--- src/rtl/sdr_bank_tracker.sv ---
// sdr_bank_tracker: passive SDRAM command-bus monitor.
// Tracks per-bank state and open row, flags tRCD/tRAS/tRP/tRFC violations.
module sdr_bank_tracker #(
    parameter int TRCD = 3,
    parameter int TRAS = 6,
    parameter int TRP  = 3,
    parameter int TRFC = 7
) (
    input  logic        sdram_clk,
    input  logic        sdram_resetn,
    input  logic        sdr_cke,
    input  logic        sdr_cs_n,
    input  logic        sdr_ras_n,
    input  logic        sdr_cas_n,
    input  logic        sdr_we_n,
    input  logic [1:0]  sdr_ba,
    input  logic [12:0] sdr_addr,
    output logic [11:0] bank_st,
    output logic [51:0] open_row,
    output logic        viol,
    output logic [2:0]  viol_code,
    output logic [1:0]  viol_bank,
    output logic [15:0] viol_cnt
);

    localparam int CW = 8;

    typedef enum logic [2:0] {
        ST_IDLE = 3'b000,
        ST_PRE  = 3'b001,
        ST_ACT  = 3'b010,
        ST_XFR  = 3'b011
    } bank_state_t;

    typedef enum logic [2:0] {
        CMD_LMR = 3'b000,
        CMD_REF = 3'b001,
        CMD_PRE = 3'b010,
        CMD_ACT = 3'b011,
        CMD_WR  = 3'b100,
        CMD_RD  = 3'b101,
        CMD_BST = 3'b110,
        CMD_NOP = 3'b111
    } cmd_t;

    typedef enum logic [2:0] {
        V_NONE     = 3'd0,
        V_RW_IDLE  = 3'd1,
        V_TRCD     = 3'd2,
        V_TRAS     = 3'd3,
        V_ACT_OPEN = 3'd4,
        V_TRP      = 3'd5,
        V_REF_OPEN = 3'd6,
        V_TRFC     = 3'd7
    } viol_t;

    bank_state_t   st_q  [4];
    bank_state_t   st_d  [4];
    logic [12:0]   row_q [4];
    logic [12:0]   row_d [4];
    logic [CW-1:0] rcd_q [4];
    logic [CW-1:0] rcd_d [4];
    logic [CW-1:0] ras_q [4];
    logic [CW-1:0] ras_d [4];
    logic [CW-1:0] rp_q  [4];
    logic [CW-1:0] rp_d  [4];
    logic [CW-1:0] rfc_q;
    logic [CW-1:0] rfc_d;
    viol_t         bcode [4];

    cmd_t          cmd;
    logic          is_rw;
    logic          any_open;
    logic [1:0]    low_open;
    logic          v_d;
    viol_t         code_d;
    logic [1:0]    bank_d;

    function automatic logic [CW-1:0] dec(input logic [CW-1:0] c);
        return (c == '0) ? '0 : c - CW'(1);
    endfunction

    always_comb begin
        cmd = CMD_NOP;
        if (sdr_cke && !sdr_cs_n) begin
            cmd = cmd_t'({sdr_ras_n, sdr_cas_n, sdr_we_n});
        end
        is_rw = (cmd == CMD_RD) || (cmd == CMD_WR);
    end

    always_comb begin
        any_open = 1'b0;
        low_open = '0;
        for (int b = 3; b >= 0; b--) begin
            if (st_q[b] != ST_IDLE) begin
                any_open = 1'b1;
                low_open = 2'(b);
            end
        end
    end

    always_comb begin
        st_d   = st_q;
        row_d  = row_q;
        rfc_d  = dec(rfc_q);
        v_d    = 1'b0;
        code_d = V_NONE;
        bank_d = '0;
        for (int b = 0; b < 4; b++) begin
            rcd_d[b] = dec(rcd_q[b]);
            ras_d[b] = dec(ras_q[b]);
            rp_d[b]  = dec(rp_q[b]);
            bcode[b] = V_NONE;
            // Precharge completes on the edge where rp samples zero.
            if (st_q[b] == ST_PRE && rp_q[b] == '0) begin
                st_d[b] = ST_IDLE;
            end
        end
        if (cmd != CMD_NOP) begin
            if (rfc_q != '0) begin
                v_d    = 1'b1;
                code_d = V_TRFC;
                bank_d = sdr_ba;
            end else if (cmd == CMD_REF || cmd == CMD_LMR) begin
                if (any_open) begin
                    v_d    = 1'b1;
                    code_d = V_REF_OPEN;
                    bank_d = low_open;
                end else if (cmd == CMD_REF) begin
                    rfc_d = CW'(TRFC - 1);
                end
            end else begin
                for (int b = 0; b < 4; b++) begin
                    if (sdr_ba == 2'(b) ||
                        (cmd == CMD_PRE && sdr_addr[10])) begin
                        unique case (st_q[b])
                            ST_IDLE: begin
                                if (cmd == CMD_ACT) begin
                                    st_d[b]  = ST_ACT;
                                    row_d[b] = sdr_addr;
                                    rcd_d[b] = CW'(TRCD - 1);
                                    ras_d[b] = CW'(TRAS - 1);
                                end else if (is_rw) begin
                                    bcode[b] = V_RW_IDLE;
                                end
                            end
                            ST_ACT, ST_XFR: begin
                                if (is_rw) begin
                                    if (st_q[b] == ST_ACT &&
                                        rcd_q[b] != '0) begin
                                        bcode[b] = V_TRCD;
                                    end else begin
                                        st_d[b] = ST_XFR;
                                    end
                                end else if (cmd == CMD_PRE) begin
                                    st_d[b] = ST_PRE;
                                    rp_d[b] = CW'(TRP - 1);
                                    if (ras_q[b] != '0) begin
                                        bcode[b] = V_TRAS;
                                    end
                                end else if (cmd == CMD_ACT) begin
                                    bcode[b] = V_ACT_OPEN;
                                end else if (cmd == CMD_BST &&
                                             st_q[b] == ST_XFR) begin
                                    st_d[b] = ST_ACT;
                                end
                            end
                            ST_PRE: begin
                                if (rp_q[b] != '0) begin
                                    if (cmd == CMD_ACT || is_rw) begin
                                        bcode[b] = V_TRP;
                                    end
                                end else if (cmd == CMD_ACT) begin
                                    st_d[b]  = ST_ACT;
                                    row_d[b] = sdr_addr;
                                    rcd_d[b] = CW'(TRCD - 1);
                                    ras_d[b] = CW'(TRAS - 1);
                                end else if (is_rw) begin
                                    bcode[b] = V_RW_IDLE;
                                end
                            end
                            default: ;
                        endcase
                    end
                end
                // Lowest-numbered offending bank wins.
                for (int b = 3; b >= 0; b--) begin
                    if (bcode[b] != V_NONE) begin
                        v_d    = 1'b1;
                        code_d = bcode[b];
                        bank_d = 2'(b);
                    end
                end
            end
        end
    end

    always_ff @(posedge sdram_clk or negedge sdram_resetn) begin
        if (!sdram_resetn) begin
            for (int b = 0; b < 4; b++) begin
                st_q[b]  <= ST_IDLE;
                row_q[b] <= '0;
                rcd_q[b] <= '0;
                ras_q[b] <= '0;
                rp_q[b]  <= '0;
            end
            rfc_q     <= '0;
            viol      <= 1'b0;
            viol_code <= '0;
            viol_bank <= '0;
            viol_cnt  <= '0;
        end else begin
            st_q  <= st_d;
            row_q <= row_d;
            rcd_q <= rcd_d;
            ras_q <= ras_d;
            rp_q  <= rp_d;
            rfc_q <= rfc_d;
            viol  <= v_d;
            if (v_d) begin
                viol_code <= code_d;
                viol_bank <= bank_d;
                if (viol_cnt != 16'hFFFF) begin
                    viol_cnt <= viol_cnt + 16'd1;
                end
            end
        end
    end

    always_comb begin
        bank_st  = '0;
        open_row = '0;
        for (int b = 0; b < 4; b++) begin
            bank_st[3*b +: 3]   = st_q[b];
            open_row[13*b +: 13] = row_q[b];
        end
    end

endmodule
--- config.mk ---
export PLATFORM = sky130hd
export DESIGN_NAME = sdr_bank_tracker
export DESIGN_NICKNAME = d
export VERILOG_FILES = /design/src/rtl/sdr_bank_tracker.sv
export SDC_FILE = /design/constraint.sdc
export NUM_CORES = 1
export LEC_CHECK = 0
export ABC_AREA = 1
export ABC_CLOCK_PERIOD_IN_PS = 6650
export CAP_MARGIN = 20
export CELL_PAD_IN_SITES_DETAIL_PLACEMENT = 0
export CELL_PAD_IN_SITES_GLOBAL_PLACEMENT = 1
export CORE_MARGIN = 2
export CORE_UTILIZATION = 46
export DETAILED_ROUTE_END_ITERATION = 10
export PLACE_DENSITY = 0.89
export REMOVE_ABC_BUFFERS = 1
export SETUP_SLACK_MARGIN = 0.2
export SYNTH_ARGS = -nofsm -noshare
export SYNTH_HDL_FRONTEND = slang
export SYNTH_SLANG_ARGS = --single-unit
export TNS_END_PERCENT = 50
--- constraint.sdc ---
create_clock -name sdram_clk -period 6.65 [get_ports sdram_clk]
set_clock_uncertainty 0.1 [all_clocks]
set_input_delay 1.6625 -clock sdram_clk [delete_from_list [all_inputs] [get_ports sdram_clk]]
set_output_delay 1.6625 -clock sdram_clk [all_outputs]
set_load 0.01 [all_outputs]
; Yosys cells after proc, flatten, opt, wreduce, memory -nomap -nowiden
; Index checks and enable logic that the tools add are counted.
; W data, S select, Z words.
[totals]
wordCells = 350
reg_bits = 190
output_inout_bits = 86
[op_classes]
reduce_logical = 75
addsub = 14
n_eq_ne = 27
bitwise = 2
n_mux = 207
[ops]
columns = operator, n
row1 = $mux W8, 58
row2 = $mux W32, 9
row3 = $mux W3, 75
row4 = $pmux W8 S2, 8
row5 = $logic_not A8 Y1, 13
row6 = $mux W13, 8
row7 = $pmux W13 S2, 4
row8 = $reduce_bool A8 Y1, 13
row9 = $sub A8 B1 Y8 const B, 13
row10 = $pmux W3 S3, 8
row11 = $mux W2, 20
row12 = $mux W12, 3
row13 = $eq A3 B2 Y1 const B, 10
row14 = $reduce_and A6 Y1, 4
row15 = $reduce_bool A3 Y1, 8
row16 = $add A16 B1 Y16 const B, 1
row17 = $ne A16 B16 Y1 const B, 1
row18 = $eq A3 B1 Y1 const B, 5
row19 = $logic_not A3 Y1, 5
row20 = $logic_and A1 B1 Y1, 14
row21 = $mux W1, 14
row22 = $eq A3 B3 Y1 const B, 3
row23 = $ne A2 B2 Y1 const B, 4
row24 = $reduce_bool A2 Y1, 4
row25 = other kinds (9), 20

; Depth between registers and ports, before layout
; Gate-level depths: netlist of run 1.
[logic_depth]
ltp_word = 22
depth_mapped = 17
mapped_depth_nobuf = 17

; Worst setup path after synthesis of run 1
; OpenSTA, ideal clock, no wires.
[synth_timing]
path_kind = input -> register
startpoint = in sdr_cas_n
endpoint = reg viol_cnt[12]
setup_time_ps = 117
slack_ps = 3294
arrival_time_ps = 3139
cell_stages = 12
cell_sequence = buf_4 nor3_4 o21ai_2 nand2_1 nor2_1 nor2_2 nand2_2 nor2_4 nand3_4 buf_4 nand4_1 nand2_1
[synth_via]
elab_chain_cells = 20
[synth_rtl]
columns = element, line
row1 = from (decl), 14  ; input logic sdr_cas_n,
row2 = $mux W3 (*), 85  ; if (sdr_cke && !sdr_cs_n) begin
row3 = $eq A3 B3 Y1, 88  ; is_rw = (cmd == CMD_RD) || (cmd == CMD_WR);
row4 = $logic_or A1 B1 Y1, 88
row5 = $mux W1 / $logic_or A1 B1 Y1 (equally long branches), "143, 178, 170"
row6 = $mux W1 / $mux W3 (equally long branches), "173, 170"
row7 = $mux W3, 169  ; if (rp_q[b] != '0) begin
row8 = $pmux W3 S3, 136  ; unique case (st_q[b])
row9 = $mux W3, 134  ; if (sdr_ba == 2'(b) ||
row10 = $mux W3, 124  ; end else if (cmd == CMD_REF || cmd == CMD_LMR) begin
row11 = $mux W3, 120  ; if (rfc_q != '0) begin
row12 = $mux W3, 119  ; if (cmd != CMD_NOP) begin
row13 = $reduce_bool A3 Y1, 188  ; if (bcode[b] != V_NONE) begin
row14 = $mux W1 (4 in series), 188
row15 = $mux W1, 124
row16 = $mux W1, 120
row17 = $mux W1 (*), 119
row18 = $reduce_and A2 Y1 (no line) (*), --
row19 = to (signal assigned), 224  ; viol_cnt <= viol_cnt + 16'd1;
row20 = to (decl), 23  ; output logic [15:0] viol_cnt
; Mark *: on every way between the ends. The rest lies on a longest branch, timed or not. The select of a mux whose other input is x is not followed.
; A chain may end at the register's enable or synchronous reset.

; Worst setup path in the final report of run 1
[layout_timing]
startpoint = in sdr_cas_n
endpoint = reg viol_cnt[2]
; Same word-level chain as after synthesis.

==> flow_metrics.env, run 1 <==
export IMPL_outcome="finished, final reports clean"
export IMPL_globalRouteTotalUtil_pct=20.99
export IMPL_antenna_found_initial=0
export IMPL_cts_reportedPaths_clkPinSlew_ns=0.08
export IMPL_cts_resized=0
export IMPL_cts_max_path_buffers=2
export IMPL_cts_inserted_buffers=17
export IMPL_holdCritStartpoint="rcd_q[0]$_DFF_PN0_"
export IMPL_leakage_nw=5.802
export IMPL_ys_seq_elements=190
export IMPL_core_region_area_um2=20960
export IMPL_most_used_cell_cp="sky130_fd_sc_hd__nand2_1"
export IMPL_crit_buf_inv=1
export IMPL_post_layout_nonfiller_instances=1624
export IMPL_synth_ff_type="sky130_fd_sc_hd__dfrtp_1"
export IMPL_antenna_cells=0
export IMPL_syn_area_per_cell_um2=7.978
export IMPL_synthDominantAreaCellType="sky130_fd_sc_hd__dfrtp_1"
export IMPL_max_stage_delay_ns=0.75
export IMPL_synthArstFlopShare_pct=100.0
export IMPL_reg_power_share_pct=37.9
export IMPL_clk_latency_ns=0.44
export IMPL_cellPowerDensity_nw_per_um2=397.7
export IMPL_hp_class="register to register"
export IMPL_cp_cell_sequence="clkdlybuf4s50_1 > nand4_2 > o21ai_0 > nand2_1 > nor2_1 > nor2_1 > nand2_1 > nor2_2 > nand3_4 > nand3_4 > nand2_1 > nand2_1"
export IMPL_post_route_min_period_ns=4.022
export IMPL_initial_core_util_pct=46.75
export IMPL_post_cts_hold_buffer_count=0
export IMPL_timing_critical_path_to="viol_cnt[2]$_DFFE_PN0P_"
export IMPL_portBuffers=107
export IMPL_synth_sequential_area_ratio_pct=48.53
export IMPL_comb_power_share_pct=39.1
export IMPL_timing_final_hold_violations=0
export IMPL_ant_nets=0
export IMPL_number_of_violations_reported_at_the_end_of_detailed_routing_iteration_0=449
export IMPL_floorplan_die_width_um=149.9
export IMPL_wirelength_um=22430
export IMPL_post_synth_edffs=0
export IMPL_worst_slew_pin_slew_ns=0.9234
export IMPL_row_cnt=53
export IMPL_tns_ns=0
export IMPL_number_of_instances_in_the_synthesized_netlist=1228
export IMPL_drtPass1Iterations=5
export IMPL_layout_commonest_cell="sky130_fd_sc_hd__nand2_1"
export IMPL_critical_path_reg2reg_endpoint="open_row[26]$_DFFE_PN0P_"
export IMPL_die_height_um=149.9
export IMPL_ios=108
export IMPL_grt_max_degree=100
export IMPL_syn_cell_area_um2=9797
export IMPL_place_area_um2=11130
export IMPL_internal_power_mw=2.735
export IMPL_timing_critical_path_to_type="register"
export IMPL_worst_ir_drop_on_vdd_mv=0.2614
export IMPL_critPathSlowestCell="sky130_fd_sc_hd__clkdlybuf4s50_1"
export IMPL_htree_num_levels=4
export IMPL_number_of_placed_instances_taps_included=1592
export IMPL_tritoncts_clock_tree="done"
export IMPL_drc_errors=0
export IMPL_layout_common_cells="sky130_fd_sc_hd__nand2_1, sky130_fd_sc_hd__dfrtp_1, sky130_fd_sc_hd__inv_1"
export IMPL_netSwitchingPower_mw=1.948
export IMPL_finalSetupViolations=0
export IMPL_normalized_max_slew_margin_pct=37.87
export IMPL_reg2reg_from="rp_q[8]$_DFF_PN0_"
export IMPL_fp_dieArea_um2=22480
export IMPL_vias=8124
export IMPL_arrival_ns=4.25
export IMPL_yosysUniqueCellTypes=48
export IMPL_area_growth_pct=20.19
export IMPL_grt_setup_unrepaired="no"
export IMPL_worst_setup_path_startpoint="sdr_cas_n"
export IMPL_gpl_final_weighted_congestion=0.9035
export IMPL_rrSetupSlack_ns=3.84
export IMPL_grt_first_pass_wirelength_um=37820
export IMPL_share_of_the_clock_period_used_by_the_worst_path_after_layout_pct=60.48
export IMPL_worstSetupPathDepth=12
export IMPL_net_sw_share_pct=41.59
export IMPL_drv_cap=0
export IMPL_crit_path_max_fanout=19
export IMPL_design_final_nets=1374
export IMPL_rr_worst_depth=8
export IMPL_worst_endpoint_required_ns=6.88
export IMPL_finalMaxSlewViolations=0
export IMPL_timing_fmax_mhz=248.6
export IMPL_setup_worst_path_class="input pin to register"
export IMPL_vias_per_inst=5.002
export IMPL_design_area_um2=11780
export IMPL_synth_top_cell_area_share_pct=48.53
export IMPL_drt_wirelength_per_cell_um=13.81
export IMPL_timing_critical_path_from_type="input pin"
export IMPL_ys_warn_count=0
export IMPL_share_clk_of_total_power_pct=23.0
export IMPL_layout_core_utilization_pct=56.19
export IMPL_layout_filler_cells=1980
export IMPL_drive_gt1_share_pct=6.301
export IMPL_cts_post_setup_buffers_inserted=0
export IMPL_detailed_place_hpwl_um=16160
export IMPL_first_global_vias=7825
export IMPL_cts_root_buffer="sky130_fd_sc_hd__clkbuf_16"
export IMPL_numClockSinks=190
export IMPL_gr_total_overflow=0
export IMPL_synth_area_leaders="sky130_fd_sc_hd__dfrtp_1, sky130_fd_sc_hd__nand2_1, sky130_fd_sc_hd__inv_1"
export IMPL_critPathTopFamily="simple AND/OR/NAND/NOR gates"
routing by layer:
metal,track usage (%),share of wire (%)
met5,0,0
met4,6.226,1.4
met3,3.659,3.8
met2,34.29,48
met1,28.71,47
per-stage QoR:
step                worst slack [ns]  hold slack, ns  power (mW)
global route                   2.365          0.3463       5.107
finish                         2.628          0.3248       4.683
detailed placement             2.223          0.3170       3.628
CTS                            2.659          0.3272       4.731
floorplan                      3.358          0.3032       3.118
global placement               2.234          0.3132       3.584
worst reg2reg max path, delay by kind of cell (launching register included):
family	cells	cell delay, ns
AOI/OAI and AO/OA	2	0.84
adders and majority gates	1	0.23
buffers and inverters	1	0.11
DFF	1	0.39
and+or+nand+nor	4	1.06
flip-flops by register name (all words and copies together) (netlist names):
name / flops
open_row: 52
rcd_q: 32
viol_cnt: 16
viol_code: 3
viol_bank: 2
rfc_q: 8
ras_q: 32
viol: 1
bank_st: 12
rp_q: 32
worst min path at each step:
stage	to	cells past startpoint
finish	rcd_q[0]$_DFF_PN0_	1
global route	rfc_q[0]$_DFF_PN0_	1
CTS	rfc_q[0]$_DFF_PN0_	1
detailed placement	rfc_q[0]$_DFF_PN0_	1
global placement	rcd_q[8]$_DFF_PN0_	1
floorplan	rcd_q[0]$_DFF_PN0_	1
power by group through the flow:
stage,clock [mW],sequential (mW),combinational [mW]
6_report,1.08,1.78,1.83
5_1_grt,1.15,1.82,2.13
4_1_cts,1.10,1.77,1.85
3_5_place_dp,0,1.79,1.84
3_3_place_gp,0,1.79,1.80
2_1_floorplan,0,1.75,1.37
area by class of cell:
class                   count  area (um2)  area share [%]
multi-input cells         840        4274           36.30
inverters                 178       668.1           5.674
well taps                 275       344.1           2.922
flip-flops and latches    190        4755           40.38
clock buffers              17       425.4           3.613
clock inverters            15       219.0           1.860
repair buffers            109        1090           9.255
cells by family after synthesis:
logic type / count (synthesis) / synth area share (%)
and+or+nand+nor: 604 / 27.29
buffers and inverters: 198 / 7.841
DFF: 190 / 48.53
AOI/OAI and AO/OA: 164 / 9.259
xor gates and xnor gates: 54 / 4.828
adders and majority gates: 16 / 2.043
muxes: 2 / 0.2044
cells in the mapped netlist (2+ instances only):
cell and instances:
sky130_fd_sc_hd__xnor2_1 11, sky130_fd_sc_hd__nor4_1 7, sky130_fd_sc_hd__inv_1 172, sky130_fd_sc_hd__a32o_1 2, sky130_fd_sc_hd__o21ai_0 109, sky130_fd_sc_hd__buf_4 2
sky130_fd_sc_hd__a22oi_1 2, sky130_fd_sc_hd__nand3_4 2, sky130_fd_sc_hd__a211oi_1 2, sky130_fd_sc_hd__a31oi_1 2, sky130_fd_sc_hd__a21oi_1 25, sky130_fd_sc_hd__o21ai_2 4
sky130_fd_sc_hd__nor2_1 169, sky130_fd_sc_hd__ha_1 16, sky130_fd_sc_hd__inv_2 6, sky130_fd_sc_hd__nand3_2 6, sky130_fd_sc_hd__a32oi_1 2, sky130_fd_sc_hd__dfrtp_1 190
sky130_fd_sc_hd__nor2_4 3, sky130_fd_sc_hd__nor2_2 5, sky130_fd_sc_hd__nand3_1 62, sky130_fd_sc_hd__o31ai_1 5, sky130_fd_sc_hd__o21ai_1 3, sky130_fd_sc_hd__mux2i_1 2
sky130_fd_sc_hd__o211ai_1 2, sky130_fd_sc_hd__a221oi_1 2, sky130_fd_sc_hd__clkbuf_1 12, sky130_fd_sc_hd__nand2_1 278, sky130_fd_sc_hd__nand4_2 2, sky130_fd_sc_hd__nand2_2 6
sky130_fd_sc_hd__or2_2 10, sky130_fd_sc_hd__buf_2 5, sky130_fd_sc_hd__nor3_1 21, sky130_fd_sc_hd__xor2_1 43, sky130_fd_sc_hd__nand4_1 25
No activity file was read; power rests on OpenSTA's default activity.
==> inputs of run 2 (changes only) <==
ABC_CLOCK_PERIOD_IN_PS = 3880   (was 6650)
CORE_UTILIZATION = 42   (was 46)
PLACE_DENSITY = 0.83   (was 0.89)
clock period = 3.88 ns   (was 6.65 ns; I/O delays follow)
==> run 2 against run 1 <==
Net effect: routed wire length rose by 1.8%; utilization down 3.8 points; clock power grew 74%; non-clock buffer count up 12; total power up 72%; hold slack lost 0.0018 ns; critical endpoint is now viol_cnt[0]$_DFFE_PN0P_.
==> flow_metrics.env, run 2 (synthesis results as in run 1) <==
export IMPL_outcome="finished, final reports clean"
export IMPL_finalSetupViolations=0
export IMPL_cts_root_buffer="sky130_fd_sc_hd__clkbuf_16"
export IMPL_rrSetupSlack_ns=1.17
export IMPL_vias=8179
export IMPL_ant_nets=0
export IMPL_timing_fmax_mhz=308.9
export IMPL_fp_dieArea_um2=24560
export IMPL_number_of_placed_instances_taps_included=1642
export IMPL_initial_core_util_pct=43.01
export IMPL_post_cts_hold_buffer_count=0
export IMPL_design_final_nets=1386
export IMPL_grt_first_pass_wirelength_um=38280
export IMPL_worst_ir_drop_on_vdd_mv=0.3957
export IMPL_number_of_violations_reported_at_the_end_of_detailed_routing_iteration_0=428
export IMPL_portBuffers=107
export IMPL_antenna_cells=0
export IMPL_antenna_found_initial=0
export IMPL_floorplan_die_width_um=156.7
export IMPL_multi_input_comb_area_um2=4274
export IMPL_layout_filler_cells=2198
export IMPL_gr_total_overflow=0
export IMPL_wirelength_um=22830
export IMPL_finalMaxSlewViolations=0
export IMPL_post_route_min_period_ns=3.237
export IMPL_clk_latency_ns=0.45
export IMPL_worst_slew_pin_slew_ns=0.7004
export IMPL_ios=108
export IMPL_die_height_um=156.7
export IMPL_numClockSinks=190
export IMPL_grt_setup_unrepaired="no"
export IMPL_detailed_place_hpwl_um=16710
export IMPL_first_global_vias=7888
export IMPL_critical_path_reg2reg_endpoint="viol_code[2]$_DFFE_PN0P_"
export IMPL_layout_common_cells="sky130_fd_sc_hd__nand2_1, sky130_fd_sc_hd__dfrtp_1, sky130_fd_sc_hd__inv_1"
export IMPL_grt_max_degree=68
export IMPL_drt_wirelength_per_cell_um=13.64
export IMPL_htree_num_levels=4
export IMPL_layout_core_utilization_pct=52.43
export IMPL_tritoncts_clock_tree="done"
export IMPL_crit_path_max_fanout=19
export IMPL_cts_resized=0
export IMPL_drv_cap=0
export IMPL_core_region_area_um2=22780
export IMPL_holdCritStartpoint="rfc_q[0]$_DFF_PN0_"
export IMPL_hold_path_end="rfc_q[0]$_DFF_PN0_"
export IMPL_vias_per_inst=4.886
export IMPL_cts_max_path_buffers=2
export IMPL_timing_critical_path_to_type="register"
export IMPL_largest_register_ffs=52
export IMPL_globalRouteTotalUtil_pct=19.36
export IMPL_timing_critical_path_from_type="input pin"
export IMPL_gpl_final_weighted_congestion=0.8853
export IMPL_layout_commonest_cell="sky130_fd_sc_hd__nand2_1"
export IMPL_worst_hold_path_num_cells=1
export IMPL_worst_setup_path_startpoint="sdr_cas_n"
export IMPL_drive_gt1_share_pct=7.127
export IMPL_row_cnt=55
export IMPL_hp_class="register to register"
export IMPL_setup_worst_path_class="input pin to register"
export IMPL_share_of_the_clock_period_used_by_the_worst_path_after_layout_pct=83.43
export IMPL_tns_ns=0
export IMPL_normalized_max_slew_margin_pct=53.18
export IMPL_area_sequential_um2=4755
export IMPL_timing_final_hold_violations=0
export IMPL_arrival_ns=3.46
export IMPL_cellPowerDensity_nw_per_um2=675.8
export IMPL_drtPass1Iterations=4
export IMPL_cts_post_setup_buffers_inserted=0
export IMPL_reg2reg_from="rp_q[8]$_DFF_PN0_"
export IMPL_leakage_nw=5.874
export IMPL_area_growth_pct=21.89
export IMPL_worst_endpoint_required_ns=4.10
export IMPL_rr_worst_depth=16
export IMPL_post_layout_nonfiller_instances=1674
export IMPL_cts_reportedPaths_clkPinSlew_ns=0.08
export IMPL_drc_errors=0
export IMPL_cts_inserted_buffers=17
[run 2: cell count changes in the layout (fill, tap and decap cells not counted)]
cell,delta
sky130_fd_sc_hd__clkinv_4,+1
sky130_fd_sc_hd__buf_12,+2
sky130_fd_sc_hd__buf_4,+10
sky130_fd_sc_hd__inv_8,+2
sky130_fd_sc_hd__inv_6,-1
sky130_fd_sc_hd__clkinv_8,-3
sky130_fd_sc_hd__bufinv_16,+1
[run 2: through the flow]
stage / worst slack [ns] / power [mW] / hold WS, ns / cell area [um2]
floorplan: 1.280 / 5.344 / 0.3032 / 9697
global placement: 0.1957 / 6.171 / 0.3130 / 11290
detailed placement: 0.2121 / 6.234 / 0.3177 / 11290
CTS: 0.6718 / 8.156 / 0.3286 / 11940
global route: 0.3991 / 8.787 / 0.3386 / 11940
finish: 0.6431 / 8.070 / 0.3230 / 11940
[run 2: worst max-delay path, stage by stage]
cell                              delay, ns
sky130_fd_sc_hd__clkdlybuf4s50_1       0.75
sky130_fd_sc_hd__nand4_2               0.26
sky130_fd_sc_hd__nand2_1               0.30
sky130_fd_sc_hd__nand2_1               0.10
sky130_fd_sc_hd__nor2_1                0.22
sky130_fd_sc_hd__nor2_1                0.09
sky130_fd_sc_hd__nand2_2               0.11
sky130_fd_sc_hd__nor2_4                0.05
sky130_fd_sc_hd__nand3_4               0.19
sky130_fd_sc_hd__nand3_4               0.23
sky130_fd_sc_hd__nand2_1               0.11
sky130_fd_sc_hd__nand2_1               0.06
[run 2: worst max path at each step]
stage / to / slack, ns
floorplan: ras_q[5]$_DFF_PN0_ / 1.28
global placement: rcd_q[16]$_DFF_PN0_ / 0.20
detailed placement: viol_cnt[8]$_DFFE_PN0P_ / 0.21
CTS: rcd_q[21]$_DFF_PN0_ / 0.67
global route: rcd_q[18]$_DFF_PN0_ / 0.40
finish: viol_cnt[0]$_DFFE_PN0P_ / 0.64
[run 2: final cells by class]
class / instances / area share (%)
flip-flops and latches: 190 / 39.82
multi-input cells: 840 / 35.79
repair buffers: 121 / 10.09
inverters: 178 / 5.595
clock buffers: 17 / 3.562
well taps: 313 / 3.280
clock inverters: 15 / 1.865
[run 2: report_power, final]
part / internal, mW / leakage (nW) / switching, mW
Sequential: 2.59 / 2.42 / 0.449
Combinational: 1.20 / 3.14 / 1.96
Clock: 0.962 / 0.313 / 0.915
[run 2: routing by layer]
metal	routed length (um)	up-vias	GRT usage, %
li1	-	4166	-
met1	10880	3846	26.03
met2	10830	141	31.70
met3	653	26	3.406
met4	467	0	6.422
met5	0	-	0
